==> src/rtl/gpio_serial_loader.sv <==
// gpio_serial_loader: streams NUM_IO config words (word NUM_IO-1 first, MSB first) onto a gpio serial chain, then pulses the latch.
// Define GPIO_LOADER_AUTOSTART_EN to launch one load automatically after every reset release.
module gpio_serial_loader #(
   parameter int  NUM_IO        = 19,
   parameter int  PAD_CTRL_BITS = 10,
   localparam int AW            = (NUM_IO > 1) ? $clog2(NUM_IO) : 1,
   localparam int CW            = $clog2(PAD_CTRL_BITS)
) (
   input  logic                     serial_clock,
   input  logic                     resetn,
   input  logic                     start,
   output logic [AW-1:0]            cfg_raddr,
   output logic                     cfg_rd,
   input  logic [PAD_CTRL_BITS-1:0] cfg_rdata,
   output logic                     serial_data_out,
   output logic                     serial_load_out,
   output logic                     busy,
   output logic                     done
);
   typedef enum logic [1:0] {IDLE, FETCH, SHIFT, LOAD} state_t;
   state_t                   state_q, state_d;
   logic [AW-1:0]            raddr_q, raddr_d, word_q, word_d;
   logic                     rd_q, rd_d, done_q, done_d, sdo_q, load_q, go;
   logic [PAD_CTRL_BITS-1:0] tx_q, tx_d;
   logic [CW-1:0]            cnt_q, cnt_d;
`ifdef GPIO_LOADER_AUTOSTART_EN
   logic auto_q;
   always_ff @(posedge serial_clock or negedge resetn)
      if (!resetn) auto_q <= 1'b1;
      else auto_q <= 1'b0;
   assign go = start | auto_q;
`else
   assign go = start;
`endif
   always_ff @(posedge serial_clock or negedge resetn)
      if (!resetn) begin
         state_q <= IDLE;
         raddr_q <= '0;
         word_q  <= '0;
         rd_q    <= 1'b0;
         done_q  <= 1'b0;
         tx_q    <= '0;
         cnt_q   <= '0;
      end else begin
         state_q <= state_d;
         raddr_q <= raddr_d;
         word_q  <= word_d;
         rd_q    <= rd_d;
         done_q  <= done_d;
         tx_q    <= tx_d;
         cnt_q   <= cnt_d;
      end
   always_comb begin
      state_d = state_q;
      raddr_d = raddr_q;
      word_d  = word_q;
      rd_d    = 1'b0;
      done_d  = 1'b0;
      tx_d    = tx_q;
      cnt_d   = cnt_q;
      case (state_q)
         IDLE: if (go) begin
            state_d = FETCH;
            raddr_d = AW'(NUM_IO - 1);
            word_d  = AW'(NUM_IO - 1);
            rd_d    = 1'b1;
         end
         FETCH: begin
            tx_d    = cfg_rdata;
            cnt_d   = '0;
            state_d = SHIFT;
         end
         SHIFT: begin
            tx_d  = {tx_q[PAD_CTRL_BITS-2:0], 1'b0};
            cnt_d = cnt_q + 1'b1;
            // prefetch one cycle early so the next word is ready exactly at the word boundary
            if (cnt_q == CW'(PAD_CTRL_BITS - 2) && word_q != '0) begin
               raddr_d = raddr_q - 1'b1;
               rd_d    = 1'b1;
            end
            if (cnt_q == CW'(PAD_CTRL_BITS - 1)) begin
               cnt_d = '0;
               if (word_q == '0) state_d = LOAD;
               else begin
                  tx_d   = cfg_rdata;
                  word_d = word_q - 1'b1;
               end
            end
         end
         LOAD: begin
            state_d = IDLE;
            done_d  = 1'b1;
         end
      endcase
   end
   // chain outputs move on the falling edge so downstream sees them stable at every rising edge
   always_ff @(negedge serial_clock or negedge resetn)
      if (!resetn) begin
         sdo_q  <= 1'b0;
         load_q <= 1'b0;
      end else begin
         sdo_q  <= (state_q == SHIFT) & tx_q[PAD_CTRL_BITS-1];
         load_q <= state_q == LOAD;
      end
   assign cfg_raddr       = raddr_q;
   assign cfg_rd          = rd_q;
   assign serial_data_out = sdo_q;
   assign serial_load_out = load_q;
   assign busy            = state_q != IDLE;
   assign done            = done_q;
endmodule

==> config.mk <==
export PLATFORM = sky130hd
export DESIGN_NAME = gpio_serial_loader
export DESIGN_NICKNAME = d
export VERILOG_FILES = /design/src/rtl/gpio_serial_loader.sv
export SDC_FILE = /design/constraint.sdc
export NUM_CORES = 1
export LEC_CHECK = 0
export BUFFER_PORTS_ARGS = -buffer_cell sky130_fd_sc_hd__clkbuf_2
export CORE_ASPECT_RATIO = 1.4
export CORE_UTILIZATION = 56
export DETAILED_ROUTE_END_ITERATION = 8
export PLACE_DENSITY = 0.89
export SYNTH_ARGS = -nofsm -noshare
export SYNTH_HDL_FRONTEND = slang
export SYNTH_SLANG_ARGS = --single-unit
export TNS_END_PERCENT = 20
==> constraint.sdc <==
create_clock -name serial_clock -period 2.8 [get_ports serial_clock]
set_clock_uncertainty 0.05 [all_clocks]
set_input_delay 0 -clock serial_clock [delete_from_list [all_inputs] [get_ports serial_clock]]
set_output_delay 0 -clock serial_clock [all_outputs]
set_load 0.02 [all_outputs]
==> summary.txt, run 1 <==
Cells and area
  – Area delta synth->final: 19.2%
  – Final Non-Filler Cells: 241
  – Final core utilization: 72.6%
  – Share of cells above drive strength 1: 17.6%
  – Final #Nets: ~230
  – N_diodes: 0

CTS
  – CTS Buffer Depth: 2
  – TritonCTS clock tree: done
  – Clock tree sinks: 30
  – Cts hold-fix bufs: 11
  – Clk Latency, worst-skew pair: between 0.3 and 0.4 ns
  – Clock slew at reported path FFs: 0.10 ns
  – H-Tree Depth: 2
  – Resize count post-CTS: 0
  – CTS buffer count: 5
  – CTS Root Cell: clkbuf_4
  – # Post-CTS Setup Buffers: 0

Worst setup path
  – Worst path arrival time: 1.10 ns
  – WP data required: about 1.5 ns
  – Worst-path fanout max: 3
  – Reg2reg end: serial_data_out
  – CP Class: reg2reg
  – Reg2reg setup slack: 0.42 ns
  – Reg2Reg Depth: 3
  – R2r startpoint: state_q[0]
  – CP Launch Type: flop
  – CP endpoint kind: flop

Yosys
  – Cell taking the most area after synthesis: dfrtp_1
  – Synth top area cells: dfrtp_1, mux2i_1, ha_1
  – Syn nets: 191
  – Post-synth top flop: dfrtp_1
  – Number of flops mapped to enable cells by yosys: 0
  – Syn_area_per_cell: around 9.7 um^2
  – Mapped cell area: 1640 um^2
  – Post-synthesis cell count: 170
  – Count of cell types in the netlist: 41
  – Yosys Warn Count: 0
  – Yosys reg bits: 30
  – Post-synthesis sequential area ratio: 45.7%
  – FFs w/ async S/R, synth: 100%
  – Post-synth top area share: 42.6%

Detailed routing
  – WL met3: 154 um
  – WL final: 3.71 mm
  – Via count: roughly 1,400
  – DR DRC count: 0
  – Wire length on met2: 2.11 mm
  – Wirelength per Cell: 15.4 um
  – Drt pass-1 iters: 4
  – Max layer used: met4
  – Final ANT Viol Nets: 0
  – Via-to-Cell Ratio: 5.79
  – Initial drt markers: 55
  – Met1 wire length: 1.34 mm

Pwr
  – Comb power frac: 47.5%
  – Int Pwr: 1.14 mW
  – Sequential power share: 35.1%
  – Sw frac: between 40% and 50%
  – Clock network power share: around 17%
  – Worst vdd ir: 0.000726 V
  – LEAKAGE: about 0.94 nW
  – PD cells: 985 nW/um^2
  – Psw: 0.792 mW

STA
  – Final Hold Viols: 0
  – Count of pins over their slew limit: 0
  – RSZ-0062 raised after global routing: no
  – Normalized max-slew margin: 65.3%
  – Setup ws final: 0.416 ns
  – Fin Setup TNS: 0 ns
  – Worst Tran Pin Value: 0.513 ns
  – Final setup fails: 0
  – Worst Hold Slack: 0.0247 ns

Placement
  – Dpl cells: 222
  – RePlAce Congestion: 0.854
  – HPWL Detailed: 2.53 mm
  – Pre-CTS setup slack: 0.455 ns
  – PortBufs: 22

Floorplanning
  – Die area: 3160 um^2
  – Initial Util: 60.9%
  – Chip width: between 40 and 50 um
  – DIE HEIGHT: 66.1 um
  – Io pins: 23
  – Number of core rows: 22
  – Core ar.: 2700 um^2

Global route
  – Total GRT Usage: 27.8%
  – Antenna violations before repair: 0
  – Largest net degree at the start of global routing: 23
  – First-pass GRT wire length: 6.09 mm
  – Number of global-route vias before repair: roughly 1,500
  – Grt total ovfl: 0

Worst hold path
  – HP Start: start
  – Worst Hold Class: in2reg
  – Hold EP: cfg_raddr[2]
  – Hold path cells: 3

Flow run
  – Max-cap violations: 0

Run status
  – Status: complete, no violations
[flip-flops by register name (all words and copies together), names as in the netlist]
| signal | cells |
|---|---|
| tx_q | 10 |
| cfg_raddr | 5 |
| word_q | 5 |
| cnt_q | 4 |
| state_q | 2 |
| cfg_rd | 1 |
| done | 1 |
| serial_data_out | 1 |
| serial_load_out | 1 |
[cells in the mapped netlist, drive strengths merged (2+ instances only)]
library cell and instances:
mux2i 12, nand2 13, ha 8, nor3b 3, clkbuf 5, dfrtp 28
nand3 5, nand3b 2, mux2 2, or4b 2, o22ai 2, buf 5
nor4b 2, a2bb2oi 3, inv 14, or3 2, a31oi 4, o211ai 2
a21oi 15, or2b 2, dfrtn 2, nor2b 2, o21ai 8, nor2 14
[per-stage QoR]
stage          cell area (um^2)  power (mW)
3_5_place_dp               1770        1.57
3_3_place_gp               1770        1.51
6_report                   1960        1.93
4_1_cts                    1960        1.93
5_1_grt                    1960        2.07
2_1_floorplan              1640        1.35
[placed cells by master (no fill, tap or decap), drive strengths merged, types with 5 or more instances in the layout]
master	n
clkbuf	29
dfrtp	28
a21oi	15
inv	14
nor2	14
nand2	13
mux2i	12
dlygate4sd3	11
o21ai	8
ha	8
nand3	5
[layout make-up]
cell class | instances | area, um^2
clock buffers | 7 | 45.0
clock inverters | 1 | 30.0
fillers | 213 | 738
inverters | 14 | 52.6
multi-input cells | 116 | 786
flip-flops and latches | 30 | 751
well taps | 36 | 45.0
repair buffers | 37 | 250
[power by group through the flow]
| stage | logic [mW] | registers [mW] | clock network, mW |
|---|---|---|---|
| 2_1_floorplan | 0.647 | 0.706 | 0 |
| 5_1_grt | 1.02 | 0.692 | 0.364 |
| 6_report | 0.917 | 0.678 | 0.336 |
| 3_5_place_dp | 0.890 | 0.684 | 0 |
| 3_3_place_gp | 0.837 | 0.669 | 0 |
| 4_1_cts | 0.907 | 0.676 | 0.344 |
[worst max path at each step]
stage	startpoint	endpoint	slack [ns]	cells after the start
2_1_floorplan	state_q[0]	serial_data_out	0.11	5
3_3_place_gp	state_q[0]	serial_data_out	0.48	3
3_5_place_dp	state_q[0]	serial_data_out	0.45	3
4_1_cts	state_q[0]	serial_data_out	0.43	3
5_1_grt	state_q[0]	serial_data_out	0.40	3
6_report	state_q[0]	serial_data_out	0.42	3
[worst max-delay path, cell delays in order (launching register included)]
cell and delay, ns:
dfrtp_1 0.37, inv_1 0.08, ha_1 0.20, and2_1 0.13
[logic make-up (layout without fill, tap and decap cells)]
| kind of cell | after synthesis | count (layout) | share of synthesized area (%) |
|---|---|---|---|
| flip-flops | 30 | 30 | 45.7 |
| buffers and inverters | 24 | 59 | 6.54 |
| AO/OA/AOI/OAI | 40 | 40 | 14.8 |
| multiplexers | 14 | 14 | 8.68 |
| AND/OR/NAND/NOR | 54 | 54 | 18.2 |
| adder cells (fa/ha/maj) | 8 | 8 | 6.09 |
[layer usage]
metal / vias to the layer above / global-route usage (%)
li1: 662 / -
met1: 672 / 27.0
met2: 51 / 49.5
met3: 11 / 7.38
met4: 0 / 15.3
met5: - / 0
(Power assumes the default switching activity.)
==> run 2: changes to the inputs <==
--- a/config.mk
+++ b/config.mk
@@ -6,10 +6,12 @@
 export NUM_CORES = 1
 export LEC_CHECK = 0
 export BUFFER_PORTS_ARGS = -buffer_cell sky130_fd_sc_hd__clkbuf_2
+export CELL_PAD_IN_SITES_DETAIL_PLACEMENT = 0
+export CELL_PAD_IN_SITES_GLOBAL_PLACEMENT = 1
 export CORE_ASPECT_RATIO = 1.4
-export CORE_UTILIZATION = 56
+export CORE_UTILIZATION = 43
 export DETAILED_ROUTE_END_ITERATION = 8
-export PLACE_DENSITY = 0.89
+export PLACE_DENSITY_LB_ADDON = 0.1
 export SYNTH_ARGS = -nofsm -noshare
 export SYNTH_HDL_FRONTEND = slang
 export SYNTH_SLANG_ARGS = --single-unit
==> run 2 against run 1 <==
  * Utilization fell by 18 points
  * First-iteration DRC count fell by 55%
  * Count of clock-buffer cells in the layout fell by 1
  * Setup slack improved by 0.046 ns
  * Sequential power fell by 0.7%
  * Register-to-register slack improved by 0.05 ns
  * Final cell count rose by 2.5%
  * Via count fell by 4.8%
  * Die area rose by 29%
  * Sequential cell count did not move
  * Critical endpoint unchanged
  * Largest cell class unchanged
  * Largest power group unchanged
==> summary.txt, run 2 (same netlist as run 1, synthesis figures left out) <==
Cells and area
  – Area delta synth->final: 20.9%
  – Final #Nets: about 230
  – Most common cell after layout, fill and taps aside: dfrtp_1
  – Largest register FFs: 10
  – Most frequent cells in the layout: dfrtp_1, clkbuf_2, a21oi_1
  – Final Non-Filler Cells: around 250
  – Largest register by flop count: tx_q
  – Share of cells above drive strength 1: 18.5%
  – N_diodes: 0
  – Final core utilization: 54.5%

Floorplanning
  – Initial Util: 45.1%
  – Io pins: 23
  – Die area: 4080 um^2
  – Core ar.: between 3000 and 4000 um^2
  – DIE HEIGHT: 75.2 um
  – Number of core rows: 26
  – Chip width: 54.3 um

Worst setup path
  – Worst path arrival time: between 1 and 1.5 ns
  – CP Class: reg2reg
  – Worst-path fanout max: 3
  – CP endpoint kind: flop
  – Reg2Reg Depth: 3
  – CP Launch Type: flop
  – WP data required: roughly 1.5 ns

Placement
  – PortBufs: 22
  – HPWL Detailed: 2.47 mm
  – Dpl cells: 228
  – RePlAce Congestion: 0.781

CTS
  – CTS Buffer Depth: 2
  – TritonCTS clock tree: done
  – Resize count post-CTS: 0
  – # Post-CTS Setup Buffers: 0
  – CTS Root Cell: clkbuf_8
  – H-Tree Depth: 2
  – Clock slew at reported path FFs: roughly 0.070 ns
  – Clock tree sinks: 30
  – Clk Latency, worst-skew pair: between 0.2 and 0.3 ns
  – CTS buffer count: 5

Global route
  – First-pass GRT wire length: 5.60 mm
  – Number of global-route vias before repair: 1,298
  – Total GRT Usage: 19.0%
  – Grt total ovfl: 0
  – Antenna violations before repair: 0
  – Largest net degree at the start of global routing: 23

STA
  – Normalized max-slew margin: a little under two thirds
  – Count of pins over their slew limit: 0
  – Final setup fails: 0
  – Fin Setup TNS: 0 ns
  – Final Hold Viols: 0
  – RSZ-0062 raised after global routing: no
  – Worst Tran Pin Value: 0.537 ns

Pwr
  – Overall power: 1.92 mW
  – PD cells: 967 nW/um^2
  – Clock network power share: about a fifth
  – Int Pwr: 1.14 mW
  – Sequential power share: 35.1%
  – Sw frac: 40.4%
  – Psw: 0.776 mW
  – Comb power frac: 45.7%
  – Worst vdd ir: 0.000677 V
  – LEAKAGE: 0.944 nW

Detailed routing
  – Final ANT Viol Nets: 0
  – Via-to-Cell Ratio: 5.38
  – Via count: 1,329
  – DR DRC count: 0
  – Wirelength per Cell: 13.8 um
  – Initial drt markers: 25
  – WL final: 3.41 mm
  – Drt pass-1 iters: 4

Worst hold path
  – Hold path cells: 3
  – Worst Hold Class: in2reg

Flow run
  – Max-cap violations: 0

Run status
  – Status: complete, no violations
## run 2: cell count changes in the layout (fill, tap and decap cells not counted)
cell        change
bufinv_16       -1
clkbuf_1        -2
clkbuf_4        -5
clkbuf_8        +6
clkinv_2        +1
clkinvlp_4      +1
## run 2: repair_timing
item	CTS	global route
endpoints found under the setup margin	0	0
hold endpoints to repair	38	0
hold buffers	11	0
## run 2: worst paths after layout
path / slack (ns) / end / from
min reg2reg: 0.45 / word_q[0] / word_q[0]
min in group asynchronous: 0.10 / word_q[4] / resetn
max reg2reg: 0.46 / serial_data_out / state_q[0]
max in group asynchronous: 1.05 / serial_load_out / resetn
min: 0.07 / cfg_raddr[2] / start
max: 0.46 / serial_data_out / state_q[0]
## run 2: final cells by class
class	count	area (um^2)
clock inverter	2	12.5
clock buffer	6	82.6
multi-input combinational	116	786
fill	357	1660
timing repair buffer	37	250
tap	42	52.6
sequential	30	751
inverter	14	52.6
## run 2: power by group through the flow
| stage | Clock, mW | Sequential [mW] | Combinational [mW] |
|---|---|---|---|
| after floorplan | 0 | 0.706 | 0.647 |
| after global placement | 0 | 0.676 | 0.850 |
| after detailed placement | 0 | 0.684 | 0.879 |
| after CTS | 0.378 | 0.675 | 0.892 |
| after global routing | 0.395 | 0.694 | 0.990 |
| final | 0.369 | 0.673 | 0.879 |
## run 2: critical path, stage by stage, from the launching register on
cell and delay, ns:
dfrtp_1 0.35, inv_1 0.07, ha_1 0.20, and2_1 0.13
## run 2: through the flow
stage	hold WS, ns	instance area, um^2	setup WS, ns
2_1_floorplan	-0.346	1640	0.108
3_3_place_gp	-0.142	1780	0.471
3_5_place_dp	-0.139	1780	0.455
4_1_cts	0.0666	1990	0.449
5_1_grt	0.0950	1990	0.422
6_report	0.0695	1990	0.463
## run 2: routing by layer
| layer | track usage [%] | part of all wire [%] |
|---|---|---|
| met1 | 20.4 | 41 |
| met3 | 5.45 | 3.0 |
| met4 | 6.84 | 0.79 |
| met5 | 0 | 0 |
| met2 | 34.3 | 55 |
